<file path="config.mk">
export PLATFORM = sky130hd
export DESIGN_NAME = mem_access_unit_flat
export DESIGN_NICKNAME = d
export VERILOG_FILES = /design/src/rtl/mem_access_unit_if.sv /design/src/rtl/mem_access_unit.sv /design/src/flat_wrapper.sv
export SDC_FILE = /design/constraint.sdc
export NUM_CORES = 1
export LEC_CHECK = 0
export ABC_AREA = 0
export BUFFER_PORTS_ARGS = -buffer_cell sky130_fd_sc_hd__buf_2
export CORE_MARGIN = 10
export CORE_UTILIZATION = 50
export DETAILED_ROUTE_END_ITERATION = 7
export HOLD_SLACK_MARGIN = 0.05
export PLACE_DENSITY = 0.85
export SYNTH_ARGS = -nofsm -noshare
export SYNTH_HDL_FRONTEND = slang
export SYNTH_SLANG_ARGS = --single-unit
</file>
<file path="constraint.sdc">
create_clock -name clk -period 3.5 [get_ports clk]
set_input_delay 0.175 -clock clk [delete_from_list [all_inputs] [get_ports clk]]
set_output_delay 0.175 -clock clk [all_outputs]
set_load 0.03 [all_outputs]
</file>
<file path="src/rtl/mem_access_unit_if.sv">
`default_nettype none
// ============================================================================
//  Module      : mem_access_unit_if
//  Description : Word-addressed memory bus between the load/store unit and
//                memory. The master issues a held request (bus_re / bus_we)
//                with a word address, byte enables and lane-replicated write
//                data. The slave answers with a single-cycle bus_ack, plus
//                bus_rdata for reads.
//  Ports       : bus_addr[31:0], bus_wdata[31:0], bus_sel[3:0], bus_re,
//                bus_we (master -> slave); bus_rdata[31:0], bus_ack
//                (slave -> master)
//  Revision    : 1.0 - initial release
// ============================================================================
interface mem_access_unit_if;
  logic [31:0] bus_addr;
  logic [31:0] bus_wdata;
  logic [3:0]  bus_sel;
  logic        bus_re;
  logic        bus_we;
  logic [31:0] bus_rdata;
  logic        bus_ack;

  modport master (
    output bus_addr, bus_wdata, bus_sel, bus_re, bus_we,
    input  bus_rdata, bus_ack
  );

  modport slave (
    input  bus_addr, bus_wdata, bus_sel, bus_re, bus_we,
    output bus_rdata, bus_ack
  );
endinterface
`default_nettype wire

</file>
<file path="src/rtl/mem_access_unit.sv">
`default_nettype none
// ============================================================================
//  Module      : mem_access_unit
//  Description : Load/store unit. It accepts a load or store from the
//                datapath and stalls the pipeline until the access finishes.
//                It runs one bus transfer. For loads it aligns the read data
//                and then sign- or zero-extends it. It sends a one-cycle
//                done pulse, and err goes high with done on an illegal
//                request or a bus timeout.
//  Ports       : clk, rst (async, active-high)
//                alu_result[31:0], store_data[31:0], mem_read, mem_write,
//                funct3[2:0]                    - request from datapath
//                stall, load_data[31:0], done, err - status to datapath
//                bus (mem_access_unit_if.master) - memory bus
//  Parameters  : TIMEOUT_CYC - number of ACCESS cycles to wait for bus_ack;
//                0 disables the timeout
//  Macros      : MISALIGN_TRAP_EN - when defined, a misaligned halfword or
//                word access is rejected with err and no bus cycle
//  Revision    : 1.0 - initial release
// ============================================================================
module mem_access_unit #(
  parameter int TIMEOUT_CYC = 64
) (
  input  wire logic        clk,
  input  wire logic        rst,
  input  wire logic [31:0] alu_result,
  input  wire logic [31:0] store_data,
  input  wire logic        mem_read,
  input  wire logic        mem_write,
  input  wire logic [2:0]  funct3,
  output logic             stall,
  output logic [31:0]      load_data,
  output logic             done,
  output logic             err,
  mem_access_unit_if.master bus
);

  localparam logic [1:0] S_IDLE   = 2'd0;
  localparam logic [1:0] S_ACCESS = 2'd1;
  localparam logic [1:0] S_DONE   = 2'd2;

  localparam int              CNT_W      = (TIMEOUT_CYC > 1) ? $clog2(TIMEOUT_CYC) : 1;
  localparam bit              C_TO_EN    = (TIMEOUT_CYC > 0);
  localparam logic [CNT_W-1:0] C_CNT_LAST = CNT_W'((TIMEOUT_CYC > 0) ? TIMEOUT_CYC - 1 : 0);

  logic [1:0]       r_state;
  logic [1:0]       w_next;
  logic [31:0]      r_addr;
  logic [31:0]      r_data;
  logic [2:0]       r_funct3;
  logic             r_write;
  logic             r_err;
  logic [31:0]      r_load;
  logic [CNT_W-1:0] r_cnt;

  logic             w_req;
  logic             w_illegal;
  logic             w_misalign;
  logic             w_timeout;
  logic [31:0]      w_shift;
  logic [31:0]      w_ext;

  assign w_req = mem_read | mem_write;

`ifdef MISALIGN_TRAP_EN
  assign w_misalign = ((funct3[1:0] == 2'b01) & alu_result[0]) |
                      ((funct3[1:0] == 2'b10) & (|alu_result[1:0]));
`else
  assign w_misalign = 1'b0;
`endif

  // Reject a request when it is both a load and a store, when funct3 is
  // undefined, or when it is an unsigned store.
  always_comb begin
    w_illegal = (mem_read & mem_write) | w_misalign;
    case (funct3)
      3'b011, 3'b110, 3'b111: w_illegal = 1'b1;
      3'b100, 3'b101:         w_illegal = w_illegal | mem_write;
      default:                ;
    endcase
  end

  // The timeout fires in the last cycle that still allows an ack. An ack in
  // that same cycle wins over the timeout.
  assign w_timeout = C_TO_EN && (r_cnt == C_CNT_LAST) && !bus.bus_ack;

  // State register
  always_ff @(posedge clk or posedge rst) begin
    if (rst) r_state <= S_IDLE;
    else     r_state <= w_next;
  end

  // Next-state logic
  always_comb begin
    w_next = r_state;
    case (r_state)
      S_IDLE:   if (w_req) w_next = w_illegal ? S_DONE : S_ACCESS;
      S_ACCESS: if (bus.bus_ack || w_timeout) w_next = S_DONE;
      S_DONE:   w_next = S_IDLE;
      default:  w_next = S_IDLE;
    endcase
  end

  // Output logic. The bus strobes come only from the state and the latched
  // request, so reset removes them at once without waiting for a clock.
  always_comb begin
    stall         = ((r_state == S_IDLE) && w_req) || (r_state == S_ACCESS);
    done          = (r_state == S_DONE);
    err           = (r_state == S_DONE) && r_err;
    load_data     = r_load;
    bus.bus_addr  = {r_addr[31:2], 2'b00};
    bus.bus_re    = (r_state == S_ACCESS) && !r_write;
    bus.bus_we    = (r_state == S_ACCESS) && r_write;
    bus.bus_sel   = 4'b0000;
    bus.bus_wdata = 32'h0;
    if (r_state == S_ACCESS) begin
      case (r_funct3[1:0])
        2'b00: begin
          bus.bus_sel   = 4'b0001 << r_addr[1:0];
          bus.bus_wdata = {4{r_data[7:0]}};
        end
        2'b01: begin
          bus.bus_sel   = 4'b0011 << {r_addr[1], 1'b0};
          bus.bus_wdata = {2{r_data[15:0]}};
        end
        default: begin
          bus.bus_sel   = 4'b1111;
          bus.bus_wdata = r_data;
        end
      endcase
    end
  end

  // Move the addressed lane down to bit 0, then extend it to 32 bits.
  always_comb begin
    case (r_funct3[1:0])
      2'b00:   w_shift = bus.bus_rdata >> {r_addr[1:0], 3'b000};
      2'b01:   w_shift = bus.bus_rdata >> {r_addr[1], 4'b0000};
      default: w_shift = bus.bus_rdata;
    endcase
    case (r_funct3)
      3'b000:  w_ext = {{24{w_shift[7]}}, w_shift[7:0]};
      3'b001:  w_ext = {{16{w_shift[15]}}, w_shift[15:0]};
      3'b100:  w_ext = {24'h0, w_shift[7:0]};
      3'b101:  w_ext = {16'h0, w_shift[15:0]};
      default: w_ext = w_shift;
    endcase
  end

  // Request latch, timeout counter and load result
  always_ff @(posedge clk or posedge rst) begin
    if (rst) begin
      r_addr   <= 32'h0;
      r_data   <= 32'h0;
      r_funct3 <= 3'b000;
      r_write  <= 1'b0;
      r_err    <= 1'b0;
      r_load   <= 32'h0;
      r_cnt    <= '0;
    end else begin
      case (r_state)
        S_IDLE: begin
          r_cnt <= '0;
          if (w_req) begin
            r_addr   <= alu_result;
            r_data   <= store_data;
            r_funct3 <= funct3;
            r_write  <= mem_write;
            r_err    <= w_illegal;
            if (w_illegal) r_load <= 32'h0;
          end
        end
        S_ACCESS: begin
          if (C_TO_EN) r_cnt <= r_cnt + 1'b1;
          if (bus.bus_ack) begin
            if (!r_write) r_load <= w_ext;
          end else if (w_timeout) begin
            r_err  <= 1'b1;
            r_load <= 32'h0;
          end
        end
        default: ;
      endcase
    end
  end

endmodule
`default_nettype wire

</file>
<file path="src/flat_wrapper.sv">
// flat-port wrapper written by rule: the top's interface ports become plain ports
module mem_access_unit_flat 
#(
  parameter int TIMEOUT_CYC = 64
)
  (clk, rst, alu_result, store_data, mem_read, mem_write, funct3, stall, load_data, done, err, bus_bus_addr, bus_bus_wdata, bus_bus_sel, bus_bus_re, bus_bus_we, bus_bus_rdata, bus_bus_ack);
  mem_access_unit_if bus_i ();
  input  wire logic clk;
  input  wire logic rst;
  input  wire logic [31:0] alu_result;
  input  wire logic [31:0] store_data;
  input  wire logic mem_read;
  input  wire logic mem_write;
  input  wire logic [2:0] funct3;
  output logic stall;
  output logic [31:0] load_data;
  output logic done;
  output logic err;
  output wire logic [$bits(bus_i.bus_addr)-1:0] bus_bus_addr;
  output wire logic [$bits(bus_i.bus_wdata)-1:0] bus_bus_wdata;
  output wire logic [$bits(bus_i.bus_sel)-1:0] bus_bus_sel;
  output wire logic [$bits(bus_i.bus_re)-1:0] bus_bus_re;
  output wire logic [$bits(bus_i.bus_we)-1:0] bus_bus_we;
  input wire logic [$bits(bus_i.bus_rdata)-1:0] bus_bus_rdata;
  input wire logic [$bits(bus_i.bus_ack)-1:0] bus_bus_ack;
  assign bus_bus_addr = bus_i.bus_addr;
  assign bus_bus_wdata = bus_i.bus_wdata;
  assign bus_bus_sel = bus_i.bus_sel;
  assign bus_bus_re = bus_i.bus_re;
  assign bus_bus_we = bus_i.bus_we;
  assign bus_i.bus_rdata = bus_bus_rdata;
  assign bus_i.bus_ack = bus_bus_ack;
  mem_access_unit #(.TIMEOUT_CYC(TIMEOUT_CYC)) u_core (.clk(clk), .rst(rst), .alu_result(alu_result), .store_data(store_data), .mem_read(mem_read), .mem_write(mem_write), .funct3(funct3), .stall(stall), .load_data(load_data), .done(done), .err(err), .bus(bus_i));
endmodule
</file>
==> metrics.yaml <==
setup_path:
  arrival_ns: 2.45
  crit_fanout: 24
  r2r_slack_ns: 1.09
  end_kind: "output port"
  reg2reg_from: "u_core.r_addr[1]"
  rr_endpoint: "u_core.load_data[31]"
  cp-start-kind: "flip-flop"
  cp.required_ns: 3.32
  critical_path_class: "reg2out"
  rr_worst_depth: 4
routing:
  drcViolationCount: 0
  viasPerCell: 5.70
  totalWireLength_mm: 16.7
  drtPass1Iterations: 5
  wire_per_inst_um: 20.3
  first_iter_violations: 244
  via_count: 4678
  ant_nets: 0
hold_path:
  hold_depth: 2
  hp-class: "in2reg"
  min_to: "u_core.r_addr[14]"
  worstHoldStart: "alu_result[14]"
logic_synthesis:
  synth-main-ff-cell: "dfrtp_1"
  synth_edf_count: 0
  synth.top_cell.area_share: 0.483
  syn_avg_cell_area_um2: 10.9
  netlist-cell-type-count: 51
  synth_seq_cells: 109
  synthArstFlopShare: 1.00
  synth_top_cell_by_area: "dfrtp_1"
  yosysSeqAreaShare: 0.483
  ys_warn_count: 0
  synth.area.top_cells: "dfrtp_1 (48%), mux2_2 (15%), a221o_1 (4.6%)"
  synth_area_um2: 5640
  yosysMostFrequentCell: "dfrtp_1"
  postSynthCellCount: 517
  synthTopCellsByCount: "dfrtp_1 (109), mux2_2 (73), nor2_1 (43), nand2_1 (35), a21oi_1 (33)"
sta:
  layout_min_cycle_time_ns: 2.62
  worst_pin_slew_ns: 1.19
  finalSetupViolCount: 0
  fmax_mhz: 381
  slew_headroom: 0.203
  hold_viol_final: 0
  fin_skew_ns: 0.00849
  report.final.slew_viol_count: 0
  rsz0062_at_grt: "no"
  period_share: 0.749
  finalSetupTns_ns: 0
grt:
  grt_max_degree: 53
  overflow: 0
  grt_pass1_vias: 4920
  grt_use_total: 0.201
  antenna_found_initial: 0
  grt_pass1_wl_mm: 26.2
layout:
  diodes: 0
  area_growth_pct: 21.5
  fill_cells: 866
  nNetsFinal: 781
  multiInputGateArea_um2: 2440
  seq_area_um2: 2730
  drive_gt1_frac: 0.464
power_and_ir_drop:
  total_power_mw: 6.29
  internal_power_mw: 3.51
  max-vdd-ir-drop_uv: 622
  switching_share: 0.442
  p_comb_frac: 0.457
  p_switching_mw: 2.78
  p_leak_nw: 3.46
  powerDensity_nw_per_um2: 917
  p_clk_frac: 0.169
  p_seq_frac: 0.374
floorplanning:
  core-area_um2: 10900
  die_area_um2: 15900
  fp.dieW_um: 126
  io_pins: 209
  rows: 38
  dieHeight_um: 126
  start_util: 0.516
job:
  cap_violations: 0
clocking:
  clk_latency_ns: 0.35
  clk_pin_slew_ns: 0.07
  clock_sinks: 109
  clk_path_buf_depth: 2
  htree_levels: 3
  cts_tree: "built"
  root_buffer: "clkbuf_16"
  numCtsBuffers: 9
status:
  outcome: "completed"
place:
  numPortBuffers: 206
  dp_hpwl_mm: 12.7
  routabilityCongestion: 0.899
==> through the flow <==
stage | hold slack [ns] | utilization | instance area, µm² | cells | setup WS, ns
2_1_floorplan | 0.277 | - | 5650 | 518 | 0.451
4_1_cts | 0.0504 | 0.625 | 6830 | 819 | 0.842
5_1_grt | 0.0508 | 0.627 | 6850 | 821 | 0.672
6_report | 0.0547 | 0.627 | 6850 | 821 | 0.877
3_5_place_dp | 0.314 | 0.592 | 6470 | 798 | 1.15
3_3_place_gp | 0.294 | 0.592 | 6470 | 798 | 1.27
==> worst max-delay path, stage by stage, from the launching register on <==
cell and delay, ns:
dfrtp_1 0.75, nor2_1 0.82, nand2_1 0.11, a21oi_1 0.16
buf_2 0.25
==> worst max path at each step <==
stage,start,to,slack (ns),cells after the start
floorplan,rst,u_core.load_data[0],0.45,1
global placement,u_core.r_addr[1],u_core.load_data[31],1.27,4
detailed placement,u_core.r_addr[1],u_core.load_data[31],1.15,4
CTS,u_core.r_funct3[0],bus_bus_wdata[12],0.84,4
global route,u_core.r_funct3[0],bus_bus_wdata[9],0.67,4
finish,u_core.r_funct3[0],bus_bus_wdata[14],0.88,4
==> state kept, by name, summed over array words and instances, names as in the netlist <==
| register | count |
|---|---|
| u_core.load_data | 32 |
| u_core.r_addr | 32 |
| u_core.r_cnt | 6 |
| u_core.r_data | 32 |
| u_core.r_err | 1 |
| u_core.r_funct3 | 3 |
| u_core.r_state | 2 |
| u_core.r_write | 1 |
==> cells by family after synthesis <==
| logic type | synth area share |
|---|---|
| simple gates | 0.108 |
| mux | 0.180 |
| compound gates | 0.142 |
| buf+inv | 0.0845 |
| other cells | 0.000665 |
| flops | 0.483 |
| fa+ha+maj | 0.00222 |
==> layer usage <==
metal / global-route usage / share of wire / vias up
li1: - / - / 2132
met5: 0 / 0 / -
met3: 0.0713 / 0.091 / 23
met1: 0.235 / 0.40 / 2290
met2: 0.337 / 0.49 / 233
met4: 0.0663 / 0.016 / 0
==> cell usage in the layout (no fill, tap or decap), drive strengths merged, types with 2 or more instances in the layout <==
cell type,count
a211o,2
dfrtp,109
or2,3
and2,11
or3,3
buf,210
mux2,73
nor2,43
nand2b,5
dlygate4sd3,7
a221o,30
o21a,3
nand3,5
a31oi,4
conb,2
nand2,35
nor4,4
mux2i,17
o22ai,2
nor2b,5
a2111oi,3
o21ai,12
nor3,7
o31ai,8
a21oi,33
a22o,2
inv,14
clkbuf,12
==> layout make-up <==
class / count / area share
Tap cell: 140 / 0.0256
Sequential cell: 109 / 0.398
Inverter: 13 / 0.00748
Multi-Input combinational cell: 326 / 0.357
Clock buffer: 12 / 0.0374
Clock inverter: 4 / 0.00803
Timing Repair Buffer: 217 / 0.167
==> power by group through the flow <==
stage | clock network (mW) | logic, mW | registers [mW]
after floorplan | 0 | 2.44 | 2.22
after global placement | 0 | 2.81 | 2.32
after detailed placement | 0 | 2.88 | 2.36
after CTS | 1.07 | 2.89 | 2.34
after global routing | 1.13 | 3.09 | 2.43
final | 1.06 | 2.87 | 2.35
==> repair_timing <==
action | 4_1_cts | 5_1_grt
buffers inserted | 0 | 0
hold buffers | 5 | 2
hold endpoints to repair | 54 | 2
gates resized for setup | 0 | 0
(Power assumes the default switching activity.)
